File: src/rtl/rng_pool_if.sv
// Bus bundle between the entropy conditioner and its consumer.
interface rng_pool_if;
  localparam int unsigned WORD_W = 32;

  logic              rng_in;
  logic              re;
  logic              clear_fault;
  logic [WORD_W-1:0] so;
  logic              valid;
  logic              fault;

  modport master (output rng_in, re, clear_fault, input so, valid, fault);
  modport slave  (input rng_in, re, clear_fault, output so, valid, fault);
endinterface

File: src/rtl/rng_pool.sv
// Entropy conditioner: synchronize raw noise, von Neumann debias, pack into
// double-buffered 32-bit words, and trip a sticky fault on a stuck source.
module rng_pool #(
  parameter int unsigned SAMPLE_DIV   = 16,
  parameter int unsigned REPEAT_LIMIT = 64
) (
  input  logic       clk,
  input  logic       rst,
  rng_pool_if.slave  bus
);
  localparam int unsigned PRE_W  = (SAMPLE_DIV > 1) ? $clog2(SAMPLE_DIV) : 1;
  localparam int unsigned REP_W  = $clog2(REPEAT_LIMIT + 1);
  localparam int unsigned CNT_W  = 6;
  localparam int unsigned WORD_W = 32;

  typedef enum logic {ST_FIRST, ST_SECOND} pair_t;

  logic              sync1, sync2;
  logic [PRE_W-1:0]  pre_cnt;
  logic              tick_c;
  pair_t             pair_st;
  logic              b0;
  logic              prev;
  logic [REP_W-1:0]  rep_cnt;
  logic              same_c;
  logic              hit_c;
  logic [WORD_W-1:0] acc;
  logic [WORD_W-1:0] so_r;
  logic [CNT_W-1:0]  bit_cnt;
  logic              acc_full;
  logic              valid_r;
  logic              fault_r;
  logic              emit_c;
  logic              last_c;
  logic [WORD_W-1:0] acc_next_c;

  assign tick_c     = (pre_cnt == PRE_W'(SAMPLE_DIV - 1));
  assign same_c     = (sync2 == prev);
  // Only the transition into the limit trips; a saturated counter does not
  // re-fire, so clear_fault can take effect on a still-stuck source.
  assign hit_c      = tick_c && same_c && (rep_cnt == REP_W'(REPEAT_LIMIT - 1));
  assign emit_c     = tick_c && (pair_st == ST_SECOND) && (sync2 != b0)
                      && !fault_r && !bus.clear_fault;
  assign last_c     = (bit_cnt == CNT_W'(WORD_W - 1));
  assign acc_next_c = {acc[WORD_W-2:0], b0};

  assign bus.so    = so_r;
  assign bus.valid = valid_r;
  assign bus.fault = fault_r;

  // Two-flop synchronizer for the asynchronous noise input.
  always_ff @(posedge clk or posedge rst) begin
    if (rst) begin
      sync1 <= 1'b0;
      sync2 <= 1'b0;
    end else begin
      sync1 <= bus.rng_in;
      sync2 <= sync1;
    end
  end

  // Sample-rate prescaler; tick on the terminal count.
  always_ff @(posedge clk or posedge rst) begin
    if (rst) begin
      pre_cnt <= '0;
    end else if (tick_c) begin
      pre_cnt <= '0;
    end else begin
      pre_cnt <= pre_cnt + PRE_W'(1);
    end
  end

  // Repetition-count health test and sticky fault (set beats clear).
  always_ff @(posedge clk or posedge rst) begin
    if (rst) begin
      prev    <= 1'b0;
      rep_cnt <= '0;
      fault_r <= 1'b0;
    end else begin
      if (tick_c) begin
        prev <= sync2;
      end
      if (bus.clear_fault) begin
        rep_cnt <= '0;
      end else if (tick_c) begin
        if (!same_c) begin
          rep_cnt <= REP_W'(1);
        end else if (rep_cnt != REP_W'(REPEAT_LIMIT)) begin
          rep_cnt <= rep_cnt + REP_W'(1);
        end
      end
      if (hit_c) begin
        fault_r <= 1'b1;
      end else if (bus.clear_fault) begin
        fault_r <= 1'b0;
      end
    end
  end

  // Pair FSM, accumulator, output word and read handshake.
  always_ff @(posedge clk or posedge rst) begin
    if (rst) begin
      pair_st  <= ST_FIRST;
      b0       <= 1'b0;
      acc      <= '0;
      bit_cnt  <= '0;
      acc_full <= 1'b0;
      so_r     <= '0;
      valid_r  <= 1'b0;
    end else if (fault_r) begin
      pair_st  <= ST_FIRST;
      acc      <= '0;
      bit_cnt  <= '0;
      acc_full <= 1'b0;
      so_r     <= '0;
      valid_r  <= 1'b0;
    end else begin
      if (bus.clear_fault) begin
        pair_st <= ST_FIRST;
      end else if (tick_c) begin
        if (pair_st == ST_FIRST) begin
          b0      <= sync2;
          pair_st <= ST_SECOND;
        end else begin
          pair_st <= ST_FIRST;
        end
      end
      if (bus.re && valid_r) begin
        if (acc_full) begin
          so_r     <= acc;
          acc_full <= 1'b0;
          bit_cnt  <= '0;
        end else begin
          valid_r <= 1'b0;
        end
      end
      // A completed word goes straight out if the slot is free or being read.
      if (emit_c && !acc_full) begin
        if (last_c) begin
          bit_cnt <= '0;
          if (!valid_r || bus.re) begin
            so_r    <= acc_next_c;
            valid_r <= 1'b1;
          end else begin
            acc      <= acc_next_c;
            acc_full <= 1'b1;
          end
        end else begin
          acc     <= acc_next_c;
          bit_cnt <= bit_cnt + CNT_W'(1);
        end
      end
    end
  end
endmodule

File: src/flat_wrapper.sv
// flat-port wrapper written by rule: the top's interface ports become plain ports
module rng_pool_flat 
#(
  parameter int unsigned SAMPLE_DIV   = 16,
  parameter int unsigned REPEAT_LIMIT = 64
)
  (clk, rst, bus_rng_in, bus_re, bus_clear_fault, bus_so, bus_valid, bus_fault);
  rng_pool_if bus_i ();
  input  logic clk;
  input  logic rst;
  input wire logic [$bits(bus_i.rng_in)-1:0] bus_rng_in;
  input wire logic [$bits(bus_i.re)-1:0] bus_re;
  input wire logic [$bits(bus_i.clear_fault)-1:0] bus_clear_fault;
  output wire logic [$bits(bus_i.so)-1:0] bus_so;
  output wire logic [$bits(bus_i.valid)-1:0] bus_valid;
  output wire logic [$bits(bus_i.fault)-1:0] bus_fault;
  assign bus_i.rng_in = bus_rng_in;
  assign bus_i.re = bus_re;
  assign bus_i.clear_fault = bus_clear_fault;
  assign bus_so = bus_i.so;
  assign bus_valid = bus_i.valid;
  assign bus_fault = bus_i.fault;
  rng_pool #(.SAMPLE_DIV(SAMPLE_DIV), .REPEAT_LIMIT(REPEAT_LIMIT)) u_core (.clk(clk), .rst(rst), .bus(bus_i));
endmodule
File: config.mk
export PLATFORM = sky130hd
export DESIGN_NAME = rng_pool_flat
export DESIGN_NICKNAME = d
export VERILOG_FILES = /design/src/rtl/rng_pool_if.sv /design/src/rtl/rng_pool.sv /design/src/flat_wrapper.sv
export SDC_FILE = /design/constraint.sdc
export NUM_CORES = 1
export LEC_CHECK = 0
export ABC_AREA = 1
export CORE_MARGIN = 1.5
export CORE_UTILIZATION = 40
export DETAILED_ROUTE_END_ITERATION = 8
export SLEW_MARGIN = 10
export SYNTH_ARGS = -nofsm -noshare
export SYNTH_HDL_FRONTEND = slang
export SYNTH_SLANG_ARGS = --single-unit
export TNS_END_PERCENT = 1
File: constraint.sdc
create_clock -name clk -period 5.95 [get_ports clk]
set_input_delay 1.19 -clock clk [delete_from_list [all_inputs] [get_ports clk]]
set_output_delay 1.19 -clock clk [all_outputs]
set_load 0.02 [all_outputs]
After elaboration in Yosys (flattened, before gate mapping)
Cells that the tools add are included.

word-level totals
  logic and storage cells = 87
  register bits = 89
  input bits = 5
  output and inout bits = 34

cells by class
  reductions and logical operators = 23
  bitwise logic cells = 3
  add/subtract/negate cells = 3
  mux-type cells = 37
  equal/unequal tests = 8

operators by type and width
  kind                                                    count
  two-way mux 32 bit                                      10
  two-way mux 6 bit                                       5
  two-way mux 7 bit                                       4
  two-way mux 1 bit                                       17
  nonzero test 3 bit                                      3
  logical AND 1 bit                                       8
  adder 7 x 1 -> 7 bit (second input constant)            1
  == test 7 x 6 -> 1 bit (second input constant)          1
  inequality test 7 bit (second input constant)           1
  adder 6 x 1 -> 6 bit (second input constant)            1
  == test 6 x 5 -> 1 bit (second input constant)          1
  AND reduction 2 bit                                     3
  nonzero test 2 bit                                      3
  adder 4 x 1 -> 4 bit (second input constant)            1
  == test 4 bit (second input constant)                   1
  zero test 1 bit                                         4
  two-way mux 4 bit                                       1
  AND reduction 4 bit                                     1
  inequality test 3 x 2 -> 1 bit (second input constant)  1
  inequality test 3 bit (second input constant)           1
  inverter 1 bit                                          3
  == test 1 bit                                           1
  logical OR 1 bit                                        1
  inequality test 1 bit                                   1

Logic depth before layout (Yosys ltp)
  word-level depth = 8
  depth in mapped cells = 9
  depth with buffers taken out = 9

Least setup slack after synthesis
No wires, ideal clock.

  kind = input -> register
  start point = in bus_clear_fault
  end point = reg u_core.so_r[14], in the netlist u_core.bus.so[14]
  required time = 5.879 ns
  data arrival time = 2.078 ns
  cell stages on the path = 9
  setup slack = 3.801 ns
  path through = inv_1 > nand2_1 > nor2_2 > nand3_2 > buf_6 > buf_6 > o21bai_2 > nand2_1 > nor2_1

on the way
  word-level cells in the longest chain between the ends = 5

ends and longest elaborated chain
  element               line                RTL
  start, declared       flat_wrapper.sv:13  input wire logic [$bits(bus_i.clear_fault)-1:0] bus_clear_fault;
  zero test 1 bit       rng_pool.sv:43      && !fault_r && !bus.clear_fault;
  logical AND 1 bit     rng_pool.sv:43
  logical AND 1 bit     rng_pool.sv:138     if (emit_c && !acc_full) begin
  two-way mux 32 bit    rng_pool.sv:138
  two-way mux 32 bit    rng_pool.sv:110     end else if (fault_r) begin
  end signal, assigned  rng_pool.sv:142     so_r <= acc_next_c;
  end, declared         rng_pool.sv:28      logic [WORD_W-1:0] so_r;

No other way between the ends.
A chain may end at the register's enable or synchronous reset.

Worst setup path after layout
  start point = in bus_re
  end point = reg u_core.acc[18]

on the way
  word-level cells in the longest chain between the ends = 3

ends and longest elaborated chain
  element                                          line                RTL
  start, declared                                  flat_wrapper.sv:12  input wire logic [$bits(bus_i.re)-1:0] bus_re;
  logical OR 1 bit                                 rng_pool.sv:141     if (!valid_r || bus.re) begin
  inequality test 3 x 2 -> 1 bit (no source line)  n/a
  AND reduction 2 bit (no source line)             n/a
  end signal, assigned                             rng_pool.sv:145     acc <= acc_next_c;
  end signal, assigned                             rng_pool.sv:149     acc <= acc_next_c;
  end, declared                                    rng_pool.sv:27      logic [WORD_W-1:0] acc;

No other way between the ends.

==> results.ini <==
[floorplanning]
boundaryPins=39
fp.dieW_um=110
rows=38
start_util_pct=41.7
core_area_mm2=0.0110
die_y_um=110
fp.dieArea_mm2=0.0122

[clocking]
clockBufferDepth=2
cts_max_level=3
cts_resized=0
clk_latency_ns=0.34
cts_tree=done
cts.sinks=89
cts_hold_buffers=0
post-cts-setup-buffer-count=0
path_clk_slew_ns=0.06
numCtsBuffers=9
cts-root-buf=clkbuf_16

[setup_path]
crit_buf_inv=2
path_cells=clkdlybuf4s50_1 -> nand2_1 -> nand2_1 -> nand2_4 -> inv_2 -> nor2_4 -> o21ai_0
path_common_cell=nand2_1
crit_type=input port to flop
slowest_delay_ns=0.76
arrival_ns=3.31
rrSetupSlack_ns=3.50
setup.worst_path.start_class=input port
crit_path_max_fanout=60
crit_family=simple AND/OR/NAND/NOR gates
timing.rr.start=u_core.bit_cnt[0]$_DFFE_PP0P_
reg2regPathDepth=7
endpoint_kind=flop
critPathRequiredTime_ns=6.13
r2r-end=u_core.acc[18]$_DFFE_PP0P_
critPathSlowestCell=nor2_4

[timing]
tightestPinTransition_ns=1.00
final_period_minus_worst_setup_slack_ns=3.13
hold_violations=0
max_freq_ghz=0.320
whs_ns=0.350
slew_headroom_pct=33.1
fin_skew_ns=0.00659
maxSlewViolCount=0
fin_setup_tns_ns=0
finalSetupViolCount=0
rsz0062_at_grt=no
period_share_pct=52.6

[pwr]
vdd_ir_drop_max_mv=0.156
p_leak_nw=2.91
powerDensity_mw_per_mm2=226
power_mw=1.21

[synthesis]
yosysTopAreaCell=dfrtp_1
yosys_register_bits=89
synthCells=610
yosysUniqueCellTypes=27
syn_avg_cell_area_um2=7.54
synth_nets=619
syn_area_mm2=0.00460
synthTopCellsByArea=dfrtp_1, nand2_1, nor2_1
yosysWarnings=0
yosysSeqAreaShare_pct=48.4
yosysTopAreaCellShare_pct=48.4

[final_layout]
layout-drive-gt1-share_pct=7.02
fin_nets=645
area_growth_pct=16.2
final-instance-count-excl-fill=781
n_fill_cell=1096
antennaDiodeCount=0

[grt]
grt_pass1_wl_mm=16.4
grt_antenna_before_repair=0
first_global_vias=3497
grt_usage_pct=17.3
grt_max_degree=72
overflow=0

[min_path]
min_from=u_core.sync1$_DFF_PP0_
min_path_cells=0
hp-class=flop to flop
holdPathEnd=u_core.sync2$_DFF_PP0_

[routing]
routed_wirelength_mm=9.53
drc=0
drt_first_iter_violations=245
vias_per_cell=4.78
routedWlPerCell_um=12.2
dr.pass1.iters=4
ant_nets=0
vias=3737

[placement]
place.gp.congestion=0.814
port_buffers=38
dpl.hpwl_mm=5.82
dpl.cell_count=765

[run_status]
outcome=complete, no violations

[flow_run]
drv_cap=0

-- logic make-up (layout without fill, tap and decap cells) --
family          Yosys count  in the layout  share of synthesized area (%)
compound gates           81             81                           11.5
simple gates            349            349                           30.3
flops                    89             89                           48.4
buf+inv                  82            113                           7.72
fa+ha+maj                 4              4                           1.09
xor+xnor                  5              5                          0.952
-- report_power, final --
group	internal, mW	leakage (nW)	switching, mW
clock	0.325	0.137	0.245
sequential	0.608	1.23	0.00361
combinational	0.00779	1.55	0.0221
total	0.941	2.91	0.270
-- area by class of cell --
cell class                 instances  area (um2)  area share, %
clock buffer                       9         225           4.21
clock inverter                     7        71.3           1.33
inverter                          53         200           3.74
multi-input combinational        439        2020           37.8
sequential                        89        2230           41.6
tap                              140         175           3.27
timing repair buffer              44         425           7.95
-- flip-flops by register name, indices dropped and copies added (netlist names) --
signal            flops
u_core.bus.so        32
u_core.rep_cnt        7
u_core.sync1          1
u_core.prev           1
u_core.acc           32
u_core.bit_cnt        6
u_core.sync2          1
u_core.acc_full       1
u_core.pair_st        1
u_core.bus.fault      1
u_core.b0             1
u_core.bus.valid      1
u_core.pre_cnt        4
-- layer usage --
metal  vias to the layer above  wire [um]  track usage (%)
li1                       1948          -                -
met1                      1729       4880             23.3
met2                        49       4210             27.6
met3                        11        316             3.29
met4                         0        119             6.32
met5                         -          0                0
-- per-stage QoR --
| step | area [um2] | setup slack, ns | util [%] |
|---|---|---|---|
| 2_1_floorplan | 4600 | 2.45 | - |
| 3_3_place_gp | 5050 | 2.46 | 45.8 |
| 3_5_place_dp | 5050 | 2.43 | 45.8 |
| 4_1_cts | 5350 | 2.81 | 48.5 |
| 5_1_grt | 5350 | 2.44 | 48.5 |
| 6_report | 5350 | 2.82 | 48.5 |
-- cell usage after synthesis --
master	count
nand3_1	17
nand4_1	9
o21ai_1	1
nand3b_1	1
nor2_2	3
o31ai_1	2
nor2_4	1
xor2_1	3
xnor2_1	2
o21bai_2	10
nor3_1	1
dfrtp_1	89
o21ai_0	42
nand2_1	236
inv_1	49
buf_6	4
inv_2	4
nand3_2	2
a21oi_1	3
o22ai_1	1
ha_1	4
buf_2	14
clkbuf_1	11
nand2_4	1
o21bai_1	22
or2_2	1
nor2_1	77
-- cells in the final DEF, fill, tap and decap left out, types with 4 or more instances in the layout --
cell | netlist | layout
inv_1 | 49 | 48
ha_1 | 4 | 4
dfrtp_1 | 89 | 89
nand2_1 | 236 | 236
o21bai_1 | 22 | 22
o21ai_0 | 42 | 42
inv_2 | 4 | 4
o21bai_2 | 10 | 10
nand4_1 | 9 | 9
buf_4 | 0 | 6
clkbuf_16 | 0 | 9
clkdlybuf4s50_1 | 0 | 38
nor2_1 | 77 | 77
nand3_1 | 17 | 17
-- worst register-to-register path, cell delays in order (launching register included) --
cell and delay [ns]:
dfrtp_1 0.40, ha_1 0.24, nand3_1 0.17, nor2_4 0.08
nand2_4 0.36, inv_2 0.09, nor2_4 0.76, o21ai_0 0.20
-- how the worst max path moves through the flow --
stage / from / end / slack (ns) / depth (start not counted)
after floorplan: rst / u_core.acc[0]$_DFFE_PP0P_ / 2.45 / 1
after global placement: bus_clear_fault / u_core.bus.so[2]$_DFF_PP0_ / 2.46 / 8
after detailed placement: bus_re / u_core.acc[26]$_DFFE_PP0P_ / 2.43 / 7
after CTS: bus_re / u_core.acc[21]$_DFFE_PP0P_ / 2.81 / 7
after global routing: bus_re / u_core.acc[24]$_DFFE_PP0P_ / 2.44 / 7
final: bus_re / u_core.acc[18]$_DFFE_PP0P_ / 2.82 / 7
(Power assumes the default switching activity.)
